===== src/rtl/led_fade_pwm_if.sv =====
// ---------------------------------------------------------------------------
// led_fade_pwm_if
//   Signal bundle between the LED flasher (master) and the fade/PWM stage
//   (slave).
//
//   Signals:
//     en       master -> slave  block enable; 0 forces the fade off
//     led_in   master -> slave  LED request from the flasher (1 = lit)
//     pwm_out  slave -> master  registered PWM drive for the LED pin
//     duty     slave -> master  current linear duty value
//     state    slave -> master  fade FSM state (0 OFF, 1 UP, 2 ON, 3 DOWN)
//     busy     slave -> master  1 while the fade is ramping (UP or DOWN)
//
//   Handshake: there is no valid/ready pair. en and led_in are
//   level-sensitive and sampled on every rising clk edge; the slave never
//   stalls the master, so a request is accepted on the edge where it is seen.
// ---------------------------------------------------------------------------
interface led_fade_pwm_if #(
    parameter int PWM_BITS = 8
);
    logic                en;
    logic                led_in;
    logic                pwm_out;
    logic [PWM_BITS-1:0] duty;
    logic [1:0]          state;
    logic                busy;

    modport master (
        output en,
        output led_in,
        input  pwm_out,
        input  duty,
        input  state,
        input  busy
    );

    modport slave (
        input  en,
        input  led_in,
        output pwm_out,
        output duty,
        output state,
        output busy
    );
endinterface


===== src/rtl/led_fade_pwm.sv =====
// ---------------------------------------------------------------------------
// led_fade_pwm
//   Fades the flasher's on/off LED request in and out with a PWM output.
//   A free-running PWM counter defines the period (2^PWM_BITS clocks); once
//   per period the FSM moves the duty by STEP toward full brightness (UP) or
//   toward dark (DOWN), saturating at MAX and 0, and holds at ON / OFF.
//
//   Ports:
//     clk  - system clock, rising edge
//     rst  - synchronous, active-low reset
//     bus  - led_fade_pwm_if.slave: en, led_in in; pwm_out, duty, state,
//            busy out
//
//   Parameters:
//     PWM_BITS - width of PWM counter and duty register
//     STEP     - duty change per PWM period while ramping (1 .. 2^PWM_BITS-1)
//
//   Optional feature (macro LED_FADE_GAMMA_EN):
//     defined   - PWM compare value is (duty*duty) >> PWM_BITS, re-registered
//                 at each period end (one period of extra brightness latency)
//     undefined - PWM compare value is the linear duty
// ---------------------------------------------------------------------------
module led_fade_pwm #(
    parameter int PWM_BITS = 8,
    parameter int STEP     = 1
) (
    input  logic           clk,
    input  logic           rst,
    led_fade_pwm_if.slave  bus
);
    localparam logic [PWM_BITS-1:0] MAX    = '1;
    localparam logic [PWM_BITS:0]   STEP_W = (PWM_BITS+1)'(STEP);

    typedef enum logic [1:0] {
        S_OFF  = 2'd0,
        S_UP   = 2'd1,
        S_ON   = 2'd2,
        S_DOWN = 2'd3
    } state_t;

    state_t              state_q, state_d;
    logic [PWM_BITS-1:0] pwm_cnt_q, pwm_cnt_d;
    logic [PWM_BITS-1:0] duty_q, duty_d;
    logic                pwm_out_q, pwm_out_d;
    logic [PWM_BITS-1:0] duty_cmp;
    logic                period_end;
    logic [PWM_BITS:0]   up_sum;
    logic [PWM_BITS-1:0] duty_up;
    logic [PWM_BITS-1:0] duty_dn;

    assign period_end = (pwm_cnt_q == MAX);

    // Saturating ramp values; the sum needs one spare bit to detect overflow.
    assign up_sum  = {1'b0, duty_q} + STEP_W;
    assign duty_up = (up_sum > {1'b0, MAX}) ? MAX : up_sum[PWM_BITS-1:0];
    assign duty_dn = ({1'b0, duty_q} < STEP_W) ? '0
                                               : (duty_q - STEP_W[PWM_BITS-1:0]);

    // Next-state / duty logic. The duty step at a period end always follows
    // the state held before the edge; a led_in reversal on the same edge
    // changes the state, and the following step uses the new direction.
    always_comb begin
        state_d   = state_q;
        duty_d    = duty_q;
        pwm_cnt_d = pwm_cnt_q + 1'b1;
        pwm_out_d = (pwm_cnt_q < duty_cmp);

        if (!bus.en) begin
            state_d = S_OFF;
            duty_d  = '0;
        end else begin
            case (state_q)
                S_OFF: begin
                    duty_d = '0;
                    if (bus.led_in) state_d = S_UP;
                end
                S_UP: begin
                    if (period_end) duty_d = duty_up;
                    if (!bus.led_in)                        state_d = S_DOWN;
                    else if (period_end && duty_up == MAX)  state_d = S_ON;
                end
                S_ON: begin
                    duty_d = MAX;
                    if (!bus.led_in) state_d = S_DOWN;
                end
                S_DOWN: begin
                    if (period_end) duty_d = duty_dn;
                    if (bus.led_in)                         state_d = S_UP;
                    else if (period_end && duty_dn == '0)   state_d = S_OFF;
                end
                default: begin
                    state_d = S_OFF;
                    duty_d  = '0;
                end
            endcase
        end
    end

`ifdef LED_FADE_GAMMA_EN
    logic [PWM_BITS-1:0] duty_cmp_q, duty_cmp_d;

    // Squared duty is latched once per period so the compare value never
    // changes mid-period; disabling clears it so the output goes dark at once.
    always_comb begin
        duty_cmp_d = duty_cmp_q;
        if (!bus.en) begin
            duty_cmp_d = '0;
        end else if (period_end) begin
            duty_cmp_d = PWM_BITS'(({{PWM_BITS{1'b0}}, duty_q} *
                                    {{PWM_BITS{1'b0}}, duty_q}) >> PWM_BITS);
        end
    end

    always_ff @(posedge clk) begin
        if (!rst) duty_cmp_q <= '0;
        else      duty_cmp_q <= duty_cmp_d;
    end

    assign duty_cmp = duty_cmp_q;
`else
    assign duty_cmp = duty_q;
`endif

    always_ff @(posedge clk) begin
        if (!rst) begin
            state_q   <= S_OFF;
            pwm_cnt_q <= '0;
            duty_q    <= '0;
            pwm_out_q <= 1'b0;
        end else begin
            state_q   <= state_d;
            pwm_cnt_q <= pwm_cnt_d;
            duty_q    <= duty_d;
            pwm_out_q <= pwm_out_d;
        end
    end

    assign bus.pwm_out = pwm_out_q;
    assign bus.duty    = duty_q;
    assign bus.state   = state_q;
    assign bus.busy    = (state_q == S_UP) || (state_q == S_DOWN);
endmodule


===== src/flat_wrapper.sv =====
// flat-port wrapper written by rule: the top's interface ports become plain ports
module led_fade_pwm_flat 
#(
    parameter int PWM_BITS = 8,
    parameter int STEP     = 1
)
  (clk, rst, bus_en, bus_led_in, bus_pwm_out, bus_duty, bus_state, bus_busy);
  led_fade_pwm_if #(.PWM_BITS(PWM_BITS)) bus_i ();
  input  logic clk;
  input  logic rst;
  input wire logic [$bits(bus_i.en)-1:0] bus_en;
  input wire logic [$bits(bus_i.led_in)-1:0] bus_led_in;
  output wire logic [$bits(bus_i.pwm_out)-1:0] bus_pwm_out;
  output wire logic [$bits(bus_i.duty)-1:0] bus_duty;
  output wire logic [$bits(bus_i.state)-1:0] bus_state;
  output wire logic [$bits(bus_i.busy)-1:0] bus_busy;
  assign bus_i.en = bus_en;
  assign bus_i.led_in = bus_led_in;
  assign bus_pwm_out = bus_i.pwm_out;
  assign bus_duty = bus_i.duty;
  assign bus_state = bus_i.state;
  assign bus_busy = bus_i.busy;
  led_fade_pwm #(.PWM_BITS(PWM_BITS), .STEP(STEP)) u_core (.clk(clk), .rst(rst), .bus(bus_i));
endmodule

===== config.mk =====
export PLATFORM = sky130hd
export DESIGN_NAME = led_fade_pwm_flat
export DESIGN_NICKNAME = d
export VERILOG_FILES = /design/src/rtl/led_fade_pwm_if.sv /design/src/rtl/led_fade_pwm.sv /design/src/flat_wrapper.sv
export SDC_FILE = /design/constraint.sdc
export NUM_CORES = 1
export LEC_CHECK = 0
export ABC_AREA = 1
export CAP_MARGIN = 20
export CORE_ASPECT_RATIO = 1.5
export CORE_MARGIN = 8
export CORE_UTILIZATION = 38
export DETAILED_ROUTE_END_ITERATION = 10
export GPL_TIMING_DRIVEN = 0
export SLEW_MARGIN = 20
export SYNTH_ARGS = -nofsm -noshare
export SYNTH_HDL_FRONTEND = slang
export SYNTH_SLANG_ARGS = --single-unit

===== constraint.sdc =====
create_clock -name clk -period 1.9 [get_ports clk]
set_input_delay 0.38 -clock clk [delete_from_list [all_inputs] [get_ports clk]]
set_output_delay 0.38 -clock clk [all_outputs]
set_load 0.005 [all_outputs]

-- After elaboration in Yosys (flattened, before gate mapping)
Cells that the tools add are included.
- register bits: 19
- logic and storage cells: 41
- add/sub/neg operators: 3
- magnitude comparators: 3
- eq/ne operators: 11
- mux-type cells: 12
- reduce and logical (&&, ||, !) cells: 8
- operator list (kind ; number):
    8-bit two-way mux ; 4
    8-bit case mux with 4 select lines ; 1
    8-bit equality test, second input constant ; 2
    2-bit two-way mux ; 6
    8-bit by 1-bit adder with 9-bit output, second input constant ; 1
    9-bit by 8-bit > comparator with 1-bit output, second input constant ; 1
    8-bit by 1-bit adder with 8-bit output, second input constant ; 1
    8-bit zero test ; 1
    8-bit by 1-bit < comparator with 1-bit output, second input constant ; 1
    8-bit < comparator ; 1
    2-bit case mux with 4 select lines ; 1
    8-bit by 1-bit subtractor with 8-bit output, second input constant ; 1
    3-bit by 2-bit != test with 1-bit output, second input constant ; 2
    2-bit equality test, second input constant ; 2
    2-bit by 1-bit != test with 1-bit output, second input constant ; 2
    2-bit != test, second input constant ; 2
    2-bit AND reduction ; 2
    4-bit AND reduction ; 1
    2-bit by 1-bit equality test with 1-bit output, second input constant ; 1
    1-bit logical AND ; 2
    2-bit zero test ; 1
    1-bit logical OR ; 1

-- Logic depth before layout (Yosys ltp)
- depth in word-level cells: 8
- gate-level depth with buffers: 17
- depth with buffers taken out: 17

-- Worst setup path before layout
No wires, ideal clock.
- kind: reg-to-reg
- start point: reg u_core.duty_q[0] (netlist: u_core.bus.duty[0])
- end point: reg u_core.state_q[1] (netlist: u_core.bus.state[1])
- arrival time: 1.668 ns
- setup slack: 0.118 ns
- stages on the path, launching flop included: 16
- path buffers: 0
- period minus slack after synthesis: 1.782 ns
- path through: dfxtp_1 -> inv_2 -> ha_1 -> inv_1 -> nor3_4 -> nand2_4 -> o21ai_0 -> nand2_1 -> nor2_1 -> nand2_1 -> nand2_1 -> nand2_1 -> nand2_2 -> nand2_2 -> nor2_1 -> nor2_2
- word-level cells in the longest chain between the ends: 7
- ends and longest elaborated chain (item ; line ; source):
    from (decl) ; led_fade_pwm.sv:43 ; logic [PWM_BITS-1:0] duty_q, duty_d;
    from (signal assigned) ; led_fade_pwm.sv:133 ; duty_q <= duty_d;
    8-bit by 1-bit adder with 9-bit output ; led_fade_pwm.sv:54 ; assign up_sum = {1'b0, duty_q} + STEP_W;
    9-bit by 8-bit > comparator with 1-bit output ; led_fade_pwm.sv:55 ; assign duty_up = (up_sum > {1'b0, MAX}) ? MAX : up_sum[PWM_BITS-1:0];
    8-bit two-way mux ; led_fade_pwm.sv:55 ;
    8-bit equality test ; led_fade_pwm.sv:80 ; else if (period_end && duty_up == MAX) state_d = S_ON;
    1-bit logical AND ; led_fade_pwm.sv:80 ;
    3-bit by 2-bit != test with 1-bit output (no source line) ; n/a ;
    4-bit AND reduction (no source line) * ; n/a ;
    to (signal assigned) ; led_fade_pwm.sv:131 ; state_q <= state_d;
    to (decl) ; led_fade_pwm.sv:41 ; state_t state_q, state_d;
Mark *: on every way between the ends. The rest lies on a longest branch, timed or not.
A chain may end at the register's enable or synchronous reset.

-- Final worst setup path
- start point: reg u_core.duty_q[1] (netlist: u_core.bus.duty[1])
- end point: reg u_core.duty_q[3] (netlist: u_core.bus.duty[3])
- word-level cells in the longest chain between the ends: 5
- ends and longest elaborated chain (item ; line ; source):
    8-bit by 1-bit adder with 9-bit output ; led_fade_pwm.sv:54 ;
    9-bit by 8-bit > comparator with 1-bit output ; led_fade_pwm.sv:55 ;
    8-bit two-way mux ; led_fade_pwm.sv:55 ;
    8-bit two-way mux ; led_fade_pwm.sv:78 ; if (period_end) duty_d = duty_up;
    8-bit case mux with 4 select lines * ; led_fade_pwm.sv:72 ; case (state_q)
Mark *: on every way between the ends. The rest lies on a longest branch, timed or not. The select of a mux whose other input is x is not followed.

==> summary by stage <==
Run status
The flow ran to the end, and the final reports show no timing, DRC or antenna violations.

Critical path
The worst register-to-register path ends at u_core.bus.duty[3]. The data required time of the critical path is 2040 ps. The critical register-to-register path startpoint is u_core.bus.duty[1]. On the critical path the largest part of the delay comes from simple AND/OR/NAND/NOR gates.

STA classifies the critical path endpoint as a flip-flop. At the worst endpoint, the arrival time is ~2000 ps. In this design, the stage delay of the slowest critical-path cell is 370 ps. Walking the worst path, the cells encountered are buf_6 -> ha_4 -> nor2_1 -> nor2_4 -> and2_1 -> nand3_1 -> nor2_1 -> nand2_1 -> nand2_2 -> o21ai_1 -> nand3_1 -> nand2_1 -> a21oi_1.

The number of buffers and inverters on the critical path is 1. The number of cell instances on the worst register-to-register path is 13. The sort of element at the start of the critical path is a flip-flop.

The highest-delay cell along the critical path is dfxtp_4. For flop-to-flop paths, the worst setup slack is between 80 and 90 ps. The largest fanout of any net on the critical path is 6. The worst setup path is of the flip-flop to flip-flop kind.

Global routing
The total grt overflow is 0. Global routing consumed, over all layers together, 13.4% of the routing resources. Entering global routing, the biggest net connects 12 pins. The initial antenna violation count came to 0. The wire length of the first global-routing pass is roughly 7500 um. The number of global-route vias before repair was 1711.

Synth
The synthesized area is between 1500 and 2000 um2. The distinct cell type count of the synthesized netlist is 31. In the post-synthesis netlist, the cell with the most instances is nand2_1.

The number of warning messages in the yosys log is 0. The synthesized design contains 0 enable-type register cells. In the synthesized netlist the async set-or-reset flop fraction comes to 0%. The cell count after synthesis came out at roughly 250. Ranked by total cell area, the synthesized netlist is headed by dfxtp_1 23%, nand2_1 16%, ha_1 12%.

The dominant cell type by area after synthesis is dfxtp_1. In the synthesized netlist, the cells that appear most often are 68 x nand2_1, 23 x nand3_1, 22 x nor2_1. The sequential element share of the synthesized area is a little under a quarter. Counting every net in the synthesized netlist gives between 200 and 300.

The count of state elements after synthesis is 19. Averaged over all synthesized cells, the footprint is about 6.5 um2. The most used flip-flop cell after synthesis is dfxtp_1. In this run the biggest area consumer among cell types represents 23.4% of the synthesized area.

Pwr
VDD sags by at most around 0.46 mV. The analysis attributes to cell leakage a power of between 0.8 and 0.9 nW. The power per cell area is between 400 and 500 nW/um2.

Hold path
The worst min-delay path startpoint is u_core.pwm_cnt_q[0]. The worst hold endpoint is u_core.pwm_cnt_q[0]. The path type of the worst min-delay path is flip-flop to flip-flop. The number of instances on the worst hold path is 1.

Clock network
Clock-pin slew was measured on the worst setup and hold paths at 80 ps. At the later pin of the worst-skew pair, clock insertion delay measures around 260 ps. The CTS buffer count is 3.

The tree is rooted in a clkbuf_8. Clock tree synthesis found a total of 19 sinks. The maximum clock insertion buffer count is 2. The clock tree from TritonCTS is yes. After clock tree synthesis, the flow added hold-fix buffers numbering 0. The level count of the clock H-tree is 1.

Cells and area
The count of fill cells added during filler insertion is 448. The antenna cell count is 0. Summing all flip-flop and latch instances after layout gives around 390 um2. Leaving out filler cells and counting taps, the final layout contains about 330. Once layout is done, the placed cells without fillers occupy 2090 um2.

The growth of design area from synthesis to finish is 28.6%. The layout cell share with drive strength beyond 1 is roughly a quarter. After the last flow step, the layout net total stands at about 300. The area taken by multi-input logic gates is about 1200 um2.

Die
The die covers 6660 um2. The initial core utilization is about two fifths. During I/O placement, the number of pins put on the boundary was 16. In this run the vertical extent of the chip is just under 100 um. The chip width is between 60 and 70 um. The standard cell core area is roughly 4200 um2. After floorplanning, the core was divided into 29 placement rows.

Drt
The number of vias per cell after detailed routing is between 5 and 6. The post-detailed-route wirelength per cell is approximately 13 um. The detailed router placed roughly 1800 vias in this run. The count of nets left with antenna violations once routing finished came out at 0. The number of design rule violations left after detail routing is 0. The iteration-0 DRC count of the detailed router is about 100. After detailed routing, the total wire length is around 4400 um.

The pre-antenna-repair detailed-routing pass consisted of 4 iterations.

Placed design
The global placer's final weighted congestion is 0.865. Including well taps, the total number of placed cells is approximately 310. The number of port buffers is 15. The instance area at placement is around 1800 um2. Timing analysis after detailed placement gives a worst setup slack of -190 ps. Summed over all nets, the half-perimeter wirelength after detailed placement is approximately 3300 um.

STA
The worst path in the final design needs a cycle of around 1800 ps, including I/O delays and setup. For the pin with the worst max-slew slack, the measured transition is about 450 ps. In the finished design, the share of the clock period the worst path needs comes to between 90% and 100%. The number of failing hold endpoints at the final stage is 0. The peak clock frequency supported by timing is approximately 0.55 GHz. The final number of max-transition violations is 0.

Setup slack closes at ~84 ps. Setup repair after global routing could not meet its margin everywhere. In this run the tightest slew margin relative to its limit is ~70%.

The worst clock skew on the final layout is roughly 6.4 ps. Setup violations remaining at the end of the flow were counted as 0. The post-route setup TNS is 0 ps.

Flow run
The max-cap violation count is 0.
[layout make-up]
class / instances / area share, %
Buffer: 4 / 2.16
Clock buffer: 3 / 1.98
Clock inverter: 1 / 0.240
Inverter: 28 / 5.63
Multi-Input combinational cell: 200 / 56.4
Sequential cell: 19 / 18.9
Tap cell: 46 / 2.76
Timing Repair Buffer: 28 / 12.0
[power by group]
| part | total, W | internal, W | switching, W |
|---|---|---|---|
| clock network | 0.000290 | 0.000146 | 0.000144 |
| registers | 0.000418 | 0.000407 | 0.0000112 |
| logic | 0.000166 | 0.0000715 | 0.0000941 |
| total | 0.000874 | 0.000624 | 0.000249 |
[routing by layer]
metal  track usage (%)  wire, um  vias up  share of wire, %
met1              13.1      1820      822                41
met5                 0         0        -                 0
met4              6.17       108        0               2.4
met3              1.34       102       14               2.3
met2              27.4      2380       22                54
li1                  -         -      906                 -
[cell families (layout without fill, tap and decap cells)]
group | after synthesis | in the layout | share of synthesized area (%)
and+or+nand+nor | 141 | 141 | 40.4
adders and majority gates | 16 | 16 | 12.3
AOI/OAI and AO/OA | 41 | 41 | 13.9
xor gates and xnor gates | 2 | 2 | 1.08
DFF | 19 | 19 | 23.4
buffers and inverters | 32 | 64 | 8.86
[registers in the layout, summed over array words and instances, names as in the netlist]
| signal | flops |
|---|---|
| u_core.bus.state | 2 |
| u_core.pwm_cnt_q | 8 |
| u_core.bus.duty | 8 |
| u_core.bus.pwm_out | 1 |
[layout by cell type (no fill, tap or decap), drive strengths merged]
cell           instances
clkinv                 2
nand2                 73
nor2                  28
a21oi                 20
and3                   1
a211oi                 1
nand3                 25
dfxtp                 19
xor2                   2
clkdlybuf4s50         14
o221ai                 2
inv                   27
and2                   1
o211ai                 1
buf                   17
dlygate4sd2            1
clkbuf                 3
nand4                  6
o21a                   2
ha                    16
or2                    1
nor3                   5
o21ai                 15
nor4                   1
[stage by stage]
| stage | total power, W | utilization, % | hold WS [ps] |
|---|---|---|---|
| after CTS | 0.000882 | 48.0 | 468 |
| after global placement | 0.000578 | 43.9 | 448 |
| final | 0.000874 | 50.0 | 463 |
| after global routing | 0.000926 | 50.0 | 521 |
| after detailed placement | 0.000579 | 43.9 | 448 |
| after floorplan | 0.000526 | - | 430 |
[worst max path at each step]
stage | start | end | slack, ps | depth (start not counted)
floorplan | u_core.bus.duty[0] | u_core.bus.state[1] | 120 | 15
global placement | u_core.bus.duty[1] | u_core.bus.duty[3] | -160 | 13
detailed placement | u_core.bus.duty[0] | u_core.bus.duty[3] | -190 | 13
CTS | u_core.bus.duty[0] | u_core.bus.state[1] | 0.4 | 16
global route | u_core.bus.duty[1] | u_core.bus.duty[2] | -50 | 13
finish | u_core.bus.duty[1] | u_core.bus.duty[3] | 80 | 13
[timing repair]
item / CTS / global route
setup buffers: 11 / 2
pin swaps: 4 / 10
endpoints found under the setup margin: 9 / 9
gates resized for setup: 21 / 21
Note: power is estimated with default switching activity, not from simulation.
